[config.mk]
export PLATFORM = sky130hd
export DESIGN_NAME = regfile_write_arbiter_flat
export DESIGN_NICKNAME = d
export VERILOG_FILES = /design/src/rtl/regfile_write_arbiter_if.sv /design/src/rtl/regfile_write_arbiter.sv /design/src/flat_wrapper.sv
export SDC_FILE = /design/constraint.sdc
export NUM_CORES = 1
export LEC_CHECK = 0
export ABC_AREA = 1
export CAP_MARGIN = 20
export CORE_MARGIN = 4
export CORE_UTILIZATION = 30
export DETAILED_ROUTE_END_ITERATION = 12
export SYNTH_ARGS = -nofsm -noshare
export SYNTH_HDL_FRONTEND = slang
export SYNTH_SLANG_ARGS = --single-unit
[constraint.sdc]
create_clock -name clk -period 3.45 [get_ports clk]
set_clock_uncertainty 0.1 [all_clocks]
set_input_delay 1.035 -clock clk [delete_from_list [all_inputs] [get_ports clk]]
set_output_delay 1.035 -clock clk [all_outputs]
set_load 0.005 [all_outputs]
[src/rtl/regfile_write_arbiter_if.sv]
// Write-port bundle between two requesters and the register-file arbiter.
// The master side is the requester/register-file environment; the slave side
// is the arbiter itself.
interface regfile_write_arbiter_if #(
  parameter int unsigned DATA_W = 8,
  parameter int unsigned ADDR_W = 4
);
  logic              req0_valid;
  logic [ADDR_W-1:0] req0_addr;
  logic [DATA_W-1:0] req0_data;
  logic              req0_ready;

  logic              req1_valid;
  logic [ADDR_W-1:0] req1_addr;
  logic [DATA_W-1:0] req1_data;
  logic              req1_ready;

  logic              rf_stall;
  logic              rf_we;
  logic [ADDR_W-1:0] rf_waddr;
  logic [DATA_W-1:0] rf_wdata;

  logic              last_grant;
  logic [7:0]        wr_count;

  modport master (
    output req0_valid, req0_addr, req0_data,
    output req1_valid, req1_addr, req1_data,
    output rf_stall,
    input  req0_ready, req1_ready,
    input  rf_we, rf_waddr, rf_wdata,
    input  last_grant, wr_count
  );

  modport slave (
    input  req0_valid, req0_addr, req0_data,
    input  req1_valid, req1_addr, req1_data,
    input  rf_stall,
    output req0_ready, req1_ready,
    output rf_we, rf_waddr, rf_wdata,
    output last_grant, wr_count
  );
endinterface

[src/rtl/regfile_write_arbiter.sv]
// Two-requester round-robin arbiter for a single register-file write port.
// One write is accepted per cycle and issued to the register file on the
// following cycle through registered rf_we/rf_waddr/rf_wdata.
module regfile_write_arbiter #(
  parameter int unsigned DATA_W = 8,
  parameter int unsigned ADDR_W = 4
) (
  input logic                    clk,
  input logic                    rst,
  regfile_write_arbiter_if.slave bus
);

  typedef enum logic {StIdle, StWrite} state_t;

  state_t            state;
  logic              we;
  logic [ADDR_W-1:0] waddr;
  logic [DATA_W-1:0] wdata;
  logic              last_grant;
  logic [7:0]        wr_count;

  logic win0;
  logic win1;
  logic ready0;
  logic ready1;
  logic accept;

  // Round-robin winner: a lone valid requester wins; on contention the
  // requester that was not granted last wins. Readies never look at each
  // other, only at valids, stall and reset.
  always_comb begin
    win0   = bus.req0_valid & (~bus.req1_valid | last_grant);
    win1   = bus.req1_valid & (~bus.req0_valid | ~last_grant);
    ready0 = win0 & ~bus.rf_stall & ~rst;
    ready1 = win1 & ~bus.rf_stall & ~rst;
    accept = ready0 | ready1;
  end

  // FSM with registered outputs: WRITE for exactly the cycle after each
  // acceptance. Stall only gates new acceptances, so an issued write is
  // never withdrawn. last_grant resets to 1 so requester 0 wins first.
  always_ff @(posedge clk or posedge rst) begin
    if (rst) begin
      state      <= StIdle;
      we         <= 1'b0;
      waddr      <= '0;
      wdata      <= '0;
      last_grant <= 1'b1;
      wr_count   <= 8'd0;
    end else if (accept) begin
      state      <= StWrite;
      we         <= 1'b1;
      waddr      <= ready0 ? bus.req0_addr : bus.req1_addr;
      wdata      <= ready0 ? bus.req0_data : bus.req1_data;
      last_grant <= ready1;
      wr_count   <= wr_count + 8'd1;
    end else begin
      // Address/data hold their last values while idle.
      state <= StIdle;
      we    <= 1'b0;
    end
  end

  assign bus.req0_ready = ready0;
  assign bus.req1_ready = ready1;
  assign bus.rf_we      = we;
  assign bus.rf_waddr   = waddr;
  assign bus.rf_wdata   = wdata;
  assign bus.last_grant = last_grant;
  assign bus.wr_count   = wr_count;

endmodule

[src/flat_wrapper.sv]
// flat-port wrapper written by rule: the top's interface ports become plain ports
module regfile_write_arbiter_flat 
#(
  parameter int unsigned DATA_W = 8,
  parameter int unsigned ADDR_W = 4
)
  (clk, rst, bus_req0_valid, bus_req0_addr, bus_req0_data, bus_req1_valid, bus_req1_addr, bus_req1_data, bus_rf_stall, bus_req0_ready, bus_req1_ready, bus_rf_we, bus_rf_waddr, bus_rf_wdata, bus_last_grant, bus_wr_count);
  regfile_write_arbiter_if #(.DATA_W(DATA_W), .ADDR_W(ADDR_W)) bus_i ();
  input logic clk;
  input logic rst;
  input wire logic [$bits(bus_i.req0_valid)-1:0] bus_req0_valid;
  input wire logic [$bits(bus_i.req0_addr)-1:0] bus_req0_addr;
  input wire logic [$bits(bus_i.req0_data)-1:0] bus_req0_data;
  input wire logic [$bits(bus_i.req1_valid)-1:0] bus_req1_valid;
  input wire logic [$bits(bus_i.req1_addr)-1:0] bus_req1_addr;
  input wire logic [$bits(bus_i.req1_data)-1:0] bus_req1_data;
  input wire logic [$bits(bus_i.rf_stall)-1:0] bus_rf_stall;
  output wire logic [$bits(bus_i.req0_ready)-1:0] bus_req0_ready;
  output wire logic [$bits(bus_i.req1_ready)-1:0] bus_req1_ready;
  output wire logic [$bits(bus_i.rf_we)-1:0] bus_rf_we;
  output wire logic [$bits(bus_i.rf_waddr)-1:0] bus_rf_waddr;
  output wire logic [$bits(bus_i.rf_wdata)-1:0] bus_rf_wdata;
  output wire logic [$bits(bus_i.last_grant)-1:0] bus_last_grant;
  output wire logic [$bits(bus_i.wr_count)-1:0] bus_wr_count;
  assign bus_i.req0_valid = bus_req0_valid;
  assign bus_i.req0_addr = bus_req0_addr;
  assign bus_i.req0_data = bus_req0_data;
  assign bus_i.req1_valid = bus_req1_valid;
  assign bus_i.req1_addr = bus_req1_addr;
  assign bus_i.req1_data = bus_req1_data;
  assign bus_i.rf_stall = bus_rf_stall;
  assign bus_req0_ready = bus_i.req0_ready;
  assign bus_req1_ready = bus_i.req1_ready;
  assign bus_rf_we = bus_i.rf_we;
  assign bus_rf_waddr = bus_i.rf_waddr;
  assign bus_rf_wdata = bus_i.rf_wdata;
  assign bus_last_grant = bus_i.last_grant;
  assign bus_wr_count = bus_i.wr_count;
  regfile_write_arbiter #(.DATA_W(DATA_W), .ADDR_W(ADDR_W)) u_core (.clk(clk), .rst(rst), .bus(bus_i));
endmodule
# Word level (Yosys, flattened, before mapping)
# Cells that the tools add are included.
op_classes:
  mux: 3
  addsub: 1
  bitwise: 14
ops:
  columns: ["operator", "n"]
  rows:
  - ["8-bit by 1-bit adder with 8-bit output, second input constant", 1]
  - ["8-bit two-way mux", 1]
  - ["1-bit AND", 6]
  - ["1-bit inverter", 5]
  - ["4-bit two-way mux", 1]
  - ["1-bit bitwise OR", 3]
  - ["1-bit two-way mux", 1]
word_totals:
  out_inout_bits: 24
  elab_cells: 23
  ff_bits: 22
  input_bits: 29

# Depth between registers and ports, before layout
# Gate-level depths: netlist of the first run.
logic_depth:
  word_depth: 7
  mapped_depth: 8
  mapped_depth_nobuf: 7

# Least setup slack after synthesis of the first run
# Ideal clock, no wire load.
synth_path:
  path_kind: "input to output"
  from: "input rst"
  to: "output bus_req0_ready"
  required_time_ns: 2.315
  path_buffers: 0
  t_arrival_ns: 1.404
  stages: 3
  slack_ns: 0.911
  path_cell_list: "nor2_4 > nand3_2 > inv_1"
synth_between:
  elab_chain_len: 2
synth_lines:
  columns: ["item", "line_no", "source"]
  rows:
  - ["from (decl)", "flat_wrapper.sv:10", "input logic rst;"]
  - ["1-bit inverter", "regfile_write_arbiter.sv:34", "ready0 = win0 & ~bus.rf_stall & ~rst;"]
  - ["1-bit AND", "regfile_write_arbiter.sv:34", null]
  - ["to (decl)", "flat_wrapper.sv:18", "output wire logic [$bits(bus_i.req0_ready)-1:0] bus_req0_ready;"]
# No other way between the ends.

# Final worst setup path of the first run
layout_path:
  from: "input bus_req1_valid"
  to: "output bus_req0_ready"
layout_between:
  elab_chain_len: 5
layout_lines:
  columns: ["item", "line_no", "source"]
  rows:
  - ["from (decl)", "flat_wrapper.sv:14", "input wire logic [$bits(bus_i.req1_valid)-1:0] bus_req1_valid;"]
  - ["1-bit inverter", "regfile_write_arbiter.sv:32", "win0 = bus.req0_valid & (~bus.req1_valid | last_grant);"]
  - ["1-bit bitwise OR", "regfile_write_arbiter.sv:32", null]
  - ["1-bit AND", "regfile_write_arbiter.sv:32", null]
  - ["1-bit AND (2 in a row)", "regfile_write_arbiter.sv:34", null]
# No other way between the ends.

==> results of run 1 <==
-- final cells by class --
| class | count | area (um2) | share of cell area [%] |
|---|---|---|---|
| sequential | 22 | 551.8 | 28.21 |
| clock buffer | 3 | 41.29 | 2.111 |
| timing repair buffer | 64 | 611.8 | 31.29 |
| clock inverter | 1 | 30.03 | 1.536 |
| inverter | 33 | 123.9 | 6.334 |
| tap | 50 | 62.56 | 3.199 |
| multi-input combinational | 114 | 534.3 | 27.32 |
-- metrics by stage --
stage          hold WS (ps)  std cells  util (%)  area [um2]  worst slack (ps)
2_1_floorplan         372.2        176         -        1255             910.8
3_3_place_gp          362.5        276     45.43        1831            -4.933
3_5_place_dp          365.4        276     45.43        1831            -22.12
4_1_cts               387.4        287     48.48        1953             4.971
5_1_grt               417.8        287     48.54        1956            0.7705
6_report              383.3        287     48.54        1956             67.27
-- cells in the mapped netlist (all sizes together) --
| library cell | count |
|---|---|
| nor2 | 5 |
| clkbuf | 1 |
| inv | 33 |
| buf | 6 |
| xnor2 | 2 |
| dfstp | 1 |
| nand2 | 71 |
| ha | 1 |
| nand4 | 12 |
| dfrtp | 21 |
| xor2 | 1 |
| o21ai | 3 |
| nand3 | 19 |
-- routing by layer --
layer | wire length [um] | global-route usage (%)
met1 | 1512 | 17.00
met2 | 1495 | 21.54
met3 | 233 | 4.270
met4 | 17 | 2.459
met5 | 0 | 0
-- how the worst max path moves through the flow --
stage	from	to	slack, ps
after detailed placement	rst	bus_req0_ready	-20
after floorplan	rst	bus_req0_ready	910
after global routing	bus_req1_valid	bus_req0_ready	0.8
after global placement	rst	bus_req0_ready	-5
final	bus_req1_valid	bus_req0_ready	70
after CTS	rst	bus_req0_ready	5
-- critical path, stage by stage --
cell and delay (ps):
clkdlybuf4s50_1 450, nand2_1 120, nand3_2 70, inv_1 70, clkdlybuf4s50_1 500
-- state kept, by name, summed over array words and instances (netlist names) --
name                   flops
u_core.bus.wr_count        8
u_core.bus.last_grant      1
u_core.bus.rf_wdata        8
u_core.bus.rf_we           1
u_core.bus.rf_waddr        4
-- cell families (layout without fill, tap and decap cells) --
kind of cell | Yosys count | after routing | share of synthesized area, %
flops | 22 | 22 | 43.97
buf+inv | 40 | 101 | 13.46
simple gates | 107 | 107 | 38.28
fa+ha+maj | 1 | 1 | 0.9968
compound gates | 3 | 3 | 1.196
xor+xnor | 3 | 3 | 2.094
-- repair_timing --
| item | 4_1_cts | 5_1_grt |
|---|---|---|
| gates cloned | 0 | 0 |
| gates resized for setup | 1 | 1 |
| setup buffers | 7 | 0 |
| setup endpoints to repair | 1 | 2 |
| pin swaps | 1 | 1 |
| hold buffers | 0 | 0 |
-- power by group through the flow --
stage	Clock [mW]	Sequential [mW]	Combinational, mW
2_1_floorplan	0	0.385	0.127
3_3_place_gp	0	0.389	0.317
3_5_place_dp	0	0.386	0.322
4_1_cts	0.254	0.382	0.328
5_1_grt	0.264	0.394	0.361
6_report	0.247	0.382	0.323
==> metrics.md, run 1 <==
| Metric | Value |
|---|---|
| Max-cap violation count | `0` |
| Worst R2R Setup Slack | `between 1500 and 2000 ps` |
| Initial antenna violation count | `0` |
| CP required | `2310 ps` |
| Initial core utilization | `31.15%` |
| Post-DRT Antenna Nets | `0` |
| Final net count | `~270` |
| CTS buffer count | `3` |
| Flops & latches, synth | `22` |
| Area growth, synth to finish | `55.83%` |
| HP Class | `flop to flop` |
| Headroom to the max-slew limit | `between 40% and 50%` |
| Peak fanout along the critical path | `2` |
| Fmax | `slightly below 300 MHz` |
| Final GP Congestion | `~0.76` |
| Combinational power share | `about a third` |
| CTS root buffer | `clkbuf_8` |
| Largest net degree at the start of global routing | `24` |
| HP Start | `u_core.bus.rf_waddr[1]` |
| Buffer depth of the longest clock path | `2` |
| Final hold vios | `0` |
| Share of power burned in the clock network | `around 26%` |
| H-tree levels | `1` |
| CP endpoint kind | `primary output` |
| Final wirelength | `roughly 3.3 mm` |
| Sequential Power Share | `approximately 40%` |
| Yosys top cell by area | `dfrtp_1` |
| Pwr Density | `around 490 nW/um2` |
| Sinks on Clock Net | `22` |
| P_leak | `roughly 1.0 nW` |
| Switching share of power | `29.27%` |
| Diodes inserted | `0` |
| CTS tree | `yes` |
| Total grt overflow | `0` |
| Tightest Pin Transition | `~890 ps` |
| Hold depth | `2` |
| Layout cells sized above 1 | `under 10%` |
| FF-to-FF path depth | `8` |
| Vias in the first global route | `1,220` |
| Port Buffer Count | `52` |
| Syn_nets | `206` |
| Vias per cell | `about 4.4` |
| Count of different cell masters after synthesis | `19` |
| DRC Markers | `0` |
| Worst skew pair latency | `between 200 and 300 ps` |
| Yosys top cell area share | `a little over two fifths` |
| Clk slew on worst S/H paths | `roughly 80 ps` |
| Setup TNS | `0 ps` |
| Initial DRC Count | `50` |
| Die area | `between 5000 and 6000 um2` |
| RSZ-0062 raised after global routing | `false` |
| Drt pass-1 iters | `4` |
| Most common cell after layout, fill and taps aside | `nand2_1` |
| Switching power | `0.2785 mW` |
| Total Power | `~0.95 mW` |
| R2r endpoint | `u_core.bus.rf_wdata[6]` |
| WL/cell | `approximately 11 um` |
| Syn Area/Cell | `~7.1 um2` |
| Number of synthesis warnings | `0` |
| Mapped Cells | `~180` |
| Detailed placer's ending HPWL | `roughly 2.3 mm` |
| DR vias | `around 1.3k` |
| Final setup fails | `0` |
| # fillers | `about 430` |
| I/O pins | `between 50 and 60` |
| Fin crit share | `a little over nine tenths` |
| Peak VDD IR | `~0.24 mV` |
| CP startpoint kind | `input port` |
| Reg-to-Reg Start | `u_core.bus.last_grant` |
| Gr usage total | `between 10% and 20%` |
| Most area-consuming cells after synthesis | `dfrtp_1 42%, nand2_1 21%, inv_1 9.3%` |
| Outcome | `complete, no violations` |
| Sequential element share of the synthesized area | `43.97%` |
| Kind of critical path | `input port to primary output` |
| Post-layout min period | `3383 ps` |
| Die height | `approximately 73 um` |
| Power Internal | `approximately 0.67 mW` |
| Num rows | `23` |
| Core area | `between 4000 and 5000 um2` |
| Worst min-delay path endpoint | `u_core.bus.rf_waddr[1]` |
| Critical path arrival | `2250 ps` |
| Synth Cell Area | `1255 um2` |
| Most frequent cells in the layout | `70 x nand2_1, 50 x clkdlybuf4s50_1, 31 x inv_1` |
| First-pass GRT wire length | `about 5.5 mm` |
| Final Max Slew Viols | `0` |
| DIE WIDTH | `between 70 and 80 um` |
(Power assumes the default switching activity.)
==> run 2, diff against run 1 <==
--- a/config.mk
+++ b/config.mk
@@ -9,7 +9,9 @@
 export CAP_MARGIN = 20
 export CORE_MARGIN = 4
 export CORE_UTILIZATION = 30
+export CTS_CLUSTER_SIZE = 8
 export DETAILED_ROUTE_END_ITERATION = 12
+export SKIP_CTS_REPAIR_TIMING = 1
 export SYNTH_ARGS = -nofsm -noshare
 export SYNTH_HDL_FRONTEND = slang
 export SYNTH_SLANG_ARGS = --single-unit
==> metrics.md, run 2 (synthesis results as in run 1) <==
| Metric | Value |
|---|---|
| Detailed placer's ending HPWL | `2.318 mm (unchanged)` |
| Clk slew on worst S/H paths | `80 ps (about the same)` |
| Final setup fails | `0 (unchanged)` |
| CTS tree | `yes` |
| Utilization after layout | `47.33% (-1.2 points)` |
| Post-layout min period | `3369 ps (-13.43 ps)` |
| HP Class | `flop to flop` |
| Worst skew pair latency | `270 ps (about the same)` |
| Drt pass-1 iters | `5 (+1)` |
| WL/cell | `11.31 um (-0.39%)` |
| Final wirelength | `3.166 mm (-2.8%)` |
| Reg-to-Reg Start | `u_core.bus.last_grant` |
| Final GP Congestion | `0.7585 (unchanged)` |
| Core area | `4029 um2 (unchanged)` |
| CTS buffer count | `3 (unchanged)` |
| Tightest Pin Transition | `880.3 ps (-8.292 ps)` |
| Delay-heaviest family, CP | `buffers and inverters` |
| Initial DRC Count | `62 (+24%)` |
| P_leak | `0.9935 nW (-2.8%)` |
| DRC Markers | `0 (unchanged)` |
| Vias per cell | `4.464 (+0.41%)` |
| DR vias | `1,250 (-2.0%)` |
| HP Start | `u_core.bus.rf_waddr[1]` |
| Vias in the first global route | `1,172 (-3.9%)` |
| Num rows | `23 (unchanged)` |
| Port Buffer Count | `52 (unchanged)` |
| Setup TNS | `0 ps (unchanged)` |
| Die height | `72.68 um (unchanged)` |
| Total grt overflow | `0 (unchanged)` |
| Critical Path Slowest Stage Cell | `clkdlybuf4s50_1` |
| Final hold vios | `0 (unchanged)` |
| Diodes inserted | `0 (unchanged)` |
| First-pass GRT wire length | `5.319 mm (-3.2%)` |
| DIE WIDTH | `72.68 um (unchanged)` |
| Outcome | `complete, no violations` |
| Final net count | `261 (-2.6%)` |
| Headroom to the max-slew limit | `41.25% (+0.55 points)` |
| Kind of critical path | `input port to primary output` |
| Post-DRT Antenna Nets | `0 (unchanged)` |
| CTS root buffer | `clkbuf_8` |
| Fmax | `296.8 MHz (+0.40%)` |
| Die area | `5282 um2 (unchanged)` |
| Pwr Density | `496.0 nW/um2 (+1.9%)` |
| Sinks on Clock Net | `22 (unchanged)` |
| CP required | `2310 ps (about the same)` |
| Initial antenna violation count | `0 (unchanged)` |
| Most common cell after layout, fill and taps aside | `nand2_1` |
| Final Max Slew Viols | `0 (unchanged)` |
| I/O pins | `53 (unchanged)` |
| Worst setup path startpoint | `bus_req1_valid` |
| Top cell by count, worst path | `clkdlybuf4s50_1` |
| Peak VDD IR | `0.2390 mV (about the same)` |
| Worst-path cell chain | `clkdlybuf4s50_1 -> nand2_1 -> nand3_2 -> inv_1 -> clkdlybuf4s50_1` |
| Most frequent cells in the layout | `70 x nand2_1, 50 x clkdlybuf4s50_1, 31 x inv_1` |
| Initial core utilization | `31.15% (unchanged)` |
| Layout cells sized above 1 | `6.957% (-2.7 points)` |
| Placed Instance Area | `1831 um2 (unchanged)` |
| CP peak stage delay | `500 ps (about the same)` |
| CP startpoint kind | `input port` |
| Largest net degree at the start of global routing | `24 (unchanged)` |
| RSZ-0062 raised after global routing | `false` |
| Buffer depth of the longest clock path | `2 (unchanged)` |
| Max-cap violation count | `0 (unchanged)` |
| Area growth, synth to finish | `51.94%` |
| Peak fanout along the critical path | `2 (unchanged)` |
| Gr usage total | `12.74% (-0.37 points)` |
| Final setup margin | `80.71 ps (+13.43 ps)` |
| H-tree levels | `1 (unchanged)` |
| CP Buf/Inv Count | `3 (unchanged)` |
| CP endpoint kind | `primary output` |
| Critical path arrival | `2230 ps (-20 ps)` |
| Post-place setup slack | `-22.12 ps (unchanged)` |
| Fin crit share | `97.66% (-0.39 points)` |
| Finished Cell Area | `1907 um2 (-2.5%)` |
-- run 2: cell count changes in the layout (fill, tap and decap cells not counted), sizes merged --
cell	previous run	this run
dlymetal6s2s	1	2
dlygate4sd2	1	0
buf	12	5
-- run 2: power breakdown --
part / total (mW) / internal (mW) / switching (mW) / leakage, nW
Clock: 0.248 / 0.155 / 0.0928 / 0.0357
Sequential: 0.381 / 0.323 / 0.0583 / 0.278
Combinational: 0.316 / 0.190 / 0.126 / 0.680
-- run 2: final cells by class --
class / count / area [um2]
fillers: 437 / 2122
inverters: 33 / 123.9
flip-flops and latches: 22 / 551.8
multi-input cells: 114 / 534.3
clock buffers: 3 / 41.29
repair buffers: 57 / 563.0
clock inverters: 1 / 30.03
well taps: 50 / 62.56
-- run 2: worst paths after layout --
kind | to | slack, ps | cells after the start
hold / removal | u_core.bus.rf_waddr[1] | 380 | 2
setup / recovery | bus_req0_ready | 80 | 5
setup reg to reg | u_core.bus.rf_wdata[6] | 1680 | 8
hold reg to reg | u_core.bus.rf_waddr[1] | 380 | 2
min in group asynchronous | u_core.bus.wr_count[3] | 910 | 2
max in group asynchronous | u_core.bus.wr_count[1] | 1790 | 2
-- run 2: worst min-delay path: cells and delay by family (launching register included) --
kind | cells | cell delay (ps)
flops | 1 | 350
simple gates | 2 | 100
-- run 2: through the flow --
stage                     hold WS, ps  power [mW]  instances
after floorplan                 372.2      0.5118        176
after global placement          362.5      0.7060        276
after detailed placement        365.4      0.7076        276
after CTS                       387.4      0.9600        280
after global routing            417.8       1.013        280
final                           382.5      0.9457        280
-- run 2: per-layer routing --
layer | vias to the layer above | share of wire, % | global-route usage, % | wire [um]
met5 | - | 0 | 0 | 0
met4 | 0 | 0.54 | 2.459 | 17
met3 | 5 | 8.3 | 4.270 | 263
met2 | 43 | 45 | 20.94 | 1432
met1 | 555 | 46 | 16.39 | 1452
li1 | 647 | - | - | -
==> run 3, diff against run 2 <==
--- a/config.mk
+++ b/config.mk
@@ -7,8 +7,10 @@
 export LEC_CHECK = 0
 export ABC_AREA = 1
 export CAP_MARGIN = 20
+export CORE_ASPECT_RATIO = 1.25
 export CORE_MARGIN = 4
 export CORE_UTILIZATION = 30
+export CTS_BUF_LIST = sky130_fd_sc_hd__clkbuf_16
 export CTS_CLUSTER_SIZE = 8
 export DETAILED_ROUTE_END_ITERATION = 12
 export SKIP_CTS_REPAIR_TIMING = 1
==> metrics.md, run 3 (synthesis results as in run 1) <==
| Metric | Value |
|---|---|
| Outcome | `complete, no violations` |
| CP startpoint kind | `input port` |
| Vias in the first global route | `1,085 (-7.4%)` |
| Post-DRT Antenna Nets | `0 (unchanged)` |
| Die height | `80.31 um (+11%)` |
| Port Buffer Count | `52 (unchanged)` |
| Most frequent cells in the layout | `70 x nand2_1, 51 x clkdlybuf4s50_1, 31 x inv_1` |
| Critical path arrival | `2220 ps (about the same)` |
| DR vias | `1,228 (-1.8%)` |
| CP endpoint kind | `primary output` |
| Final setup fails | `0 (unchanged)` |
| Placed Instance Area | `1846 um2 (+0.82%)` |
| Largest net degree at the start of global routing | `24 (unchanged)` |
| Diodes inserted | `0 (unchanged)` |
| Final GP Congestion | `0.7476 (-1.4%)` |
| P_leak | `1.017 nW (+2.4%)` |
| Worst skew pair latency | `250 ps (-20 ps)` |
| H-tree levels | `1 (unchanged)` |
| Die area | `5288 um2 (+0.13%)` |
| Most common cell after layout, fill and taps aside | `nand2_1` |
| Max-cap violation count | `0 (unchanged)` |
| Hold depth | `2 (unchanged)` |
| Clk slew on worst S/H paths | `60 ps (-20 ps)` |
| Post-layout min period | `3355 ps (-13.81 ps)` |
| Vias per cell | `4.264 (-4.5%)` |
| RSZ-0062 raised after global routing | `false` |
| Worst R2R Setup Slack | `1670 ps (about the same)` |
| Total grt overflow | `0 (unchanged)` |
| Final std cells w/o fill | `288 (+2.9%)` |
| Headroom to the max-slew limit | `78.69% (+37 points)` |
| Worst-path cell chain | `clkdlybuf4s50_1 -> nor2_4 -> nand3_2 -> inv_1 -> clkdlybuf4s50_1` |
| Finished Cell Area | `1961 um2 (+2.8%)` |
| Initial DRC Count | `24 (-61%)` |
| Area growth, synth to finish | `56.23%` |
| # fillers | `431 (-1.4%)` |
| FF-to-FF path depth | `8 (unchanged)` |
| Final wirelength | `3.237 mm (+2.2%)` |
| Peak fanout along the critical path | `2 (unchanged)` |
| Detailed placer's ending HPWL | `2.301 mm (-0.74%)` |
| Tightest Pin Transition | `319.2 ps (-561.2 ps)` |
| CP required | `2310 ps (about the same)` |
| HP Start | `u_core.bus.rf_wdata[1]` |
| Reg-to-Reg Start | `u_core.bus.last_grant` |
| Initial core utilization | `30.86% (-0.29 points)` |
| Drt pass-1 iters | `4 (-1)` |
| Fmax | `298.0 MHz (+0.41%)` |
| Kind of critical path | `input port to primary output` |
| R2r endpoint | `u_core.bus.rf_wdata[4]` |
| CTS tree | `yes` |
| CTS root buffer | `clkbuf_16` |
| DRC Markers | `0 (unchanged)` |
| Gr usage total | `12.51% (-0.23 points)` |
| First-pass GRT wire length | `5.168 mm (-2.8%)` |
| Core area | `4066 um2 (+0.93%)` |
| Initial antenna violation count | `0 (unchanged)` |
| Sinks on Clock Net | `22 (unchanged)` |
| Top cell by count, worst path | `clkdlybuf4s50_1` |
| Setup TNS | `0 ps (unchanged)` |
| Final hold vios | `0 (unchanged)` |
| Final Max Slew Viols | `0 (unchanged)` |
| Num rows | `26 (+13%)` |
| WL/cell | `11.24 um (-0.60%)` |
| Layout cells sized above 1 | `7.759% (+0.80 points)` |
| Worst min-delay path endpoint | `u_core.bus.rf_wdata[1]` |
| HP Class | `flop to flop` |
| Pwr Density | `524.6 nW/um2 (+5.8%)` |
| CP peak stage delay | `490 ps (about the same)` |
| Final net count | `263 (+0.77%)` |
| Critical Path Slowest Stage Cell | `clkdlybuf4s50_1` |
| CTS buffer count | `3 (unchanged)` |
| DIE WIDTH | `65.85 um (-9.4%)` |
| Peak VDD IR | `0.1961 mV (-18%)` |
| Buffer depth of the longest clock path | `2 (unchanged)` |
| Fin crit share | `97.26% (-0.40 points)` |
| Placed Cells | `283 (+2.5%)` |
| I/O pins | `53 (unchanged)` |
-- run 3: cell count changes in the layout (fill, tap and decap cells not counted) --
cell	change
buf_4	+2
clkbuf_16	+3
dlymetal6s2s_1	-1
clkbuf_8	-3
clkdlybuf4s50_1	+1
-- run 3: where the power goes --
part	leakage, nW	total (mW)	internal [mW]	switching (mW)
logic	0.689	0.320	0.192	0.128
clock network	0.0511	0.325	0.230	0.0945
registers	0.278	0.383	0.324	0.0596
-- run 3: per-stage QoR --
stage | hold WS [ps] | utilization [%] | power [mW] | worst slack (ps)
final | 374.3 | 48.22 | 1.028 | 94.52
after detailed placement | 364.6 | 45.38 | 0.7127 | 10.68
after global routing | 399.5 | 48.22 | 1.097 | 35.50
after global placement | 361.7 | 45.38 | 0.7089 | 13.82
after floorplan | 372.2 | - | 0.5118 | 910.8
after CTS | 382.1 | 47.97 | 1.045 | 0.2200
-- run 3: area by class of cell --
type	instances	area [um2]	share of cell area [%]
Multi-Input combinational cell	114	534.3	27.25
Sequential cell	22	551.8	28.14
Tap cell	56	70.07	3.574
Inverter	33	123.9	6.318
Clock inverter	1	30.03	1.532
Clock buffer	3	75.07	3.829
Timing Repair Buffer	59	575.6	29.36
-- run 3: metal layers --
metal  vias up  track usage [%]  part of all wire (%)
li1        653                -                     -
met1       544            16.42                    43
met2        29            20.16                    50
met3         2            2.517                   5.2
met4         0            4.357                   1.2
met5         -                0                     0
-- run 3: worst max-delay path by stage --
| stage | from | endpoint | cells after the start |
|---|---|---|---|
| 2_1_floorplan | rst | bus_req0_ready | 3 |
| 3_3_place_gp | rst | bus_req0_ready | 5 |
| 3_5_place_dp | rst | bus_req0_ready | 5 |
| 4_1_cts | rst | bus_req0_ready | 5 |
| 5_1_grt | rst | bus_req1_ready | 5 |
| 6_report | bus_rf_stall | bus_req1_ready | 5 |
-- run 3: critical path: cells and delay by family --
kind / cells / cell delay [ps]
buffers and inverters: 3 / 980
AND/OR/NAND/NOR: 2 / 200
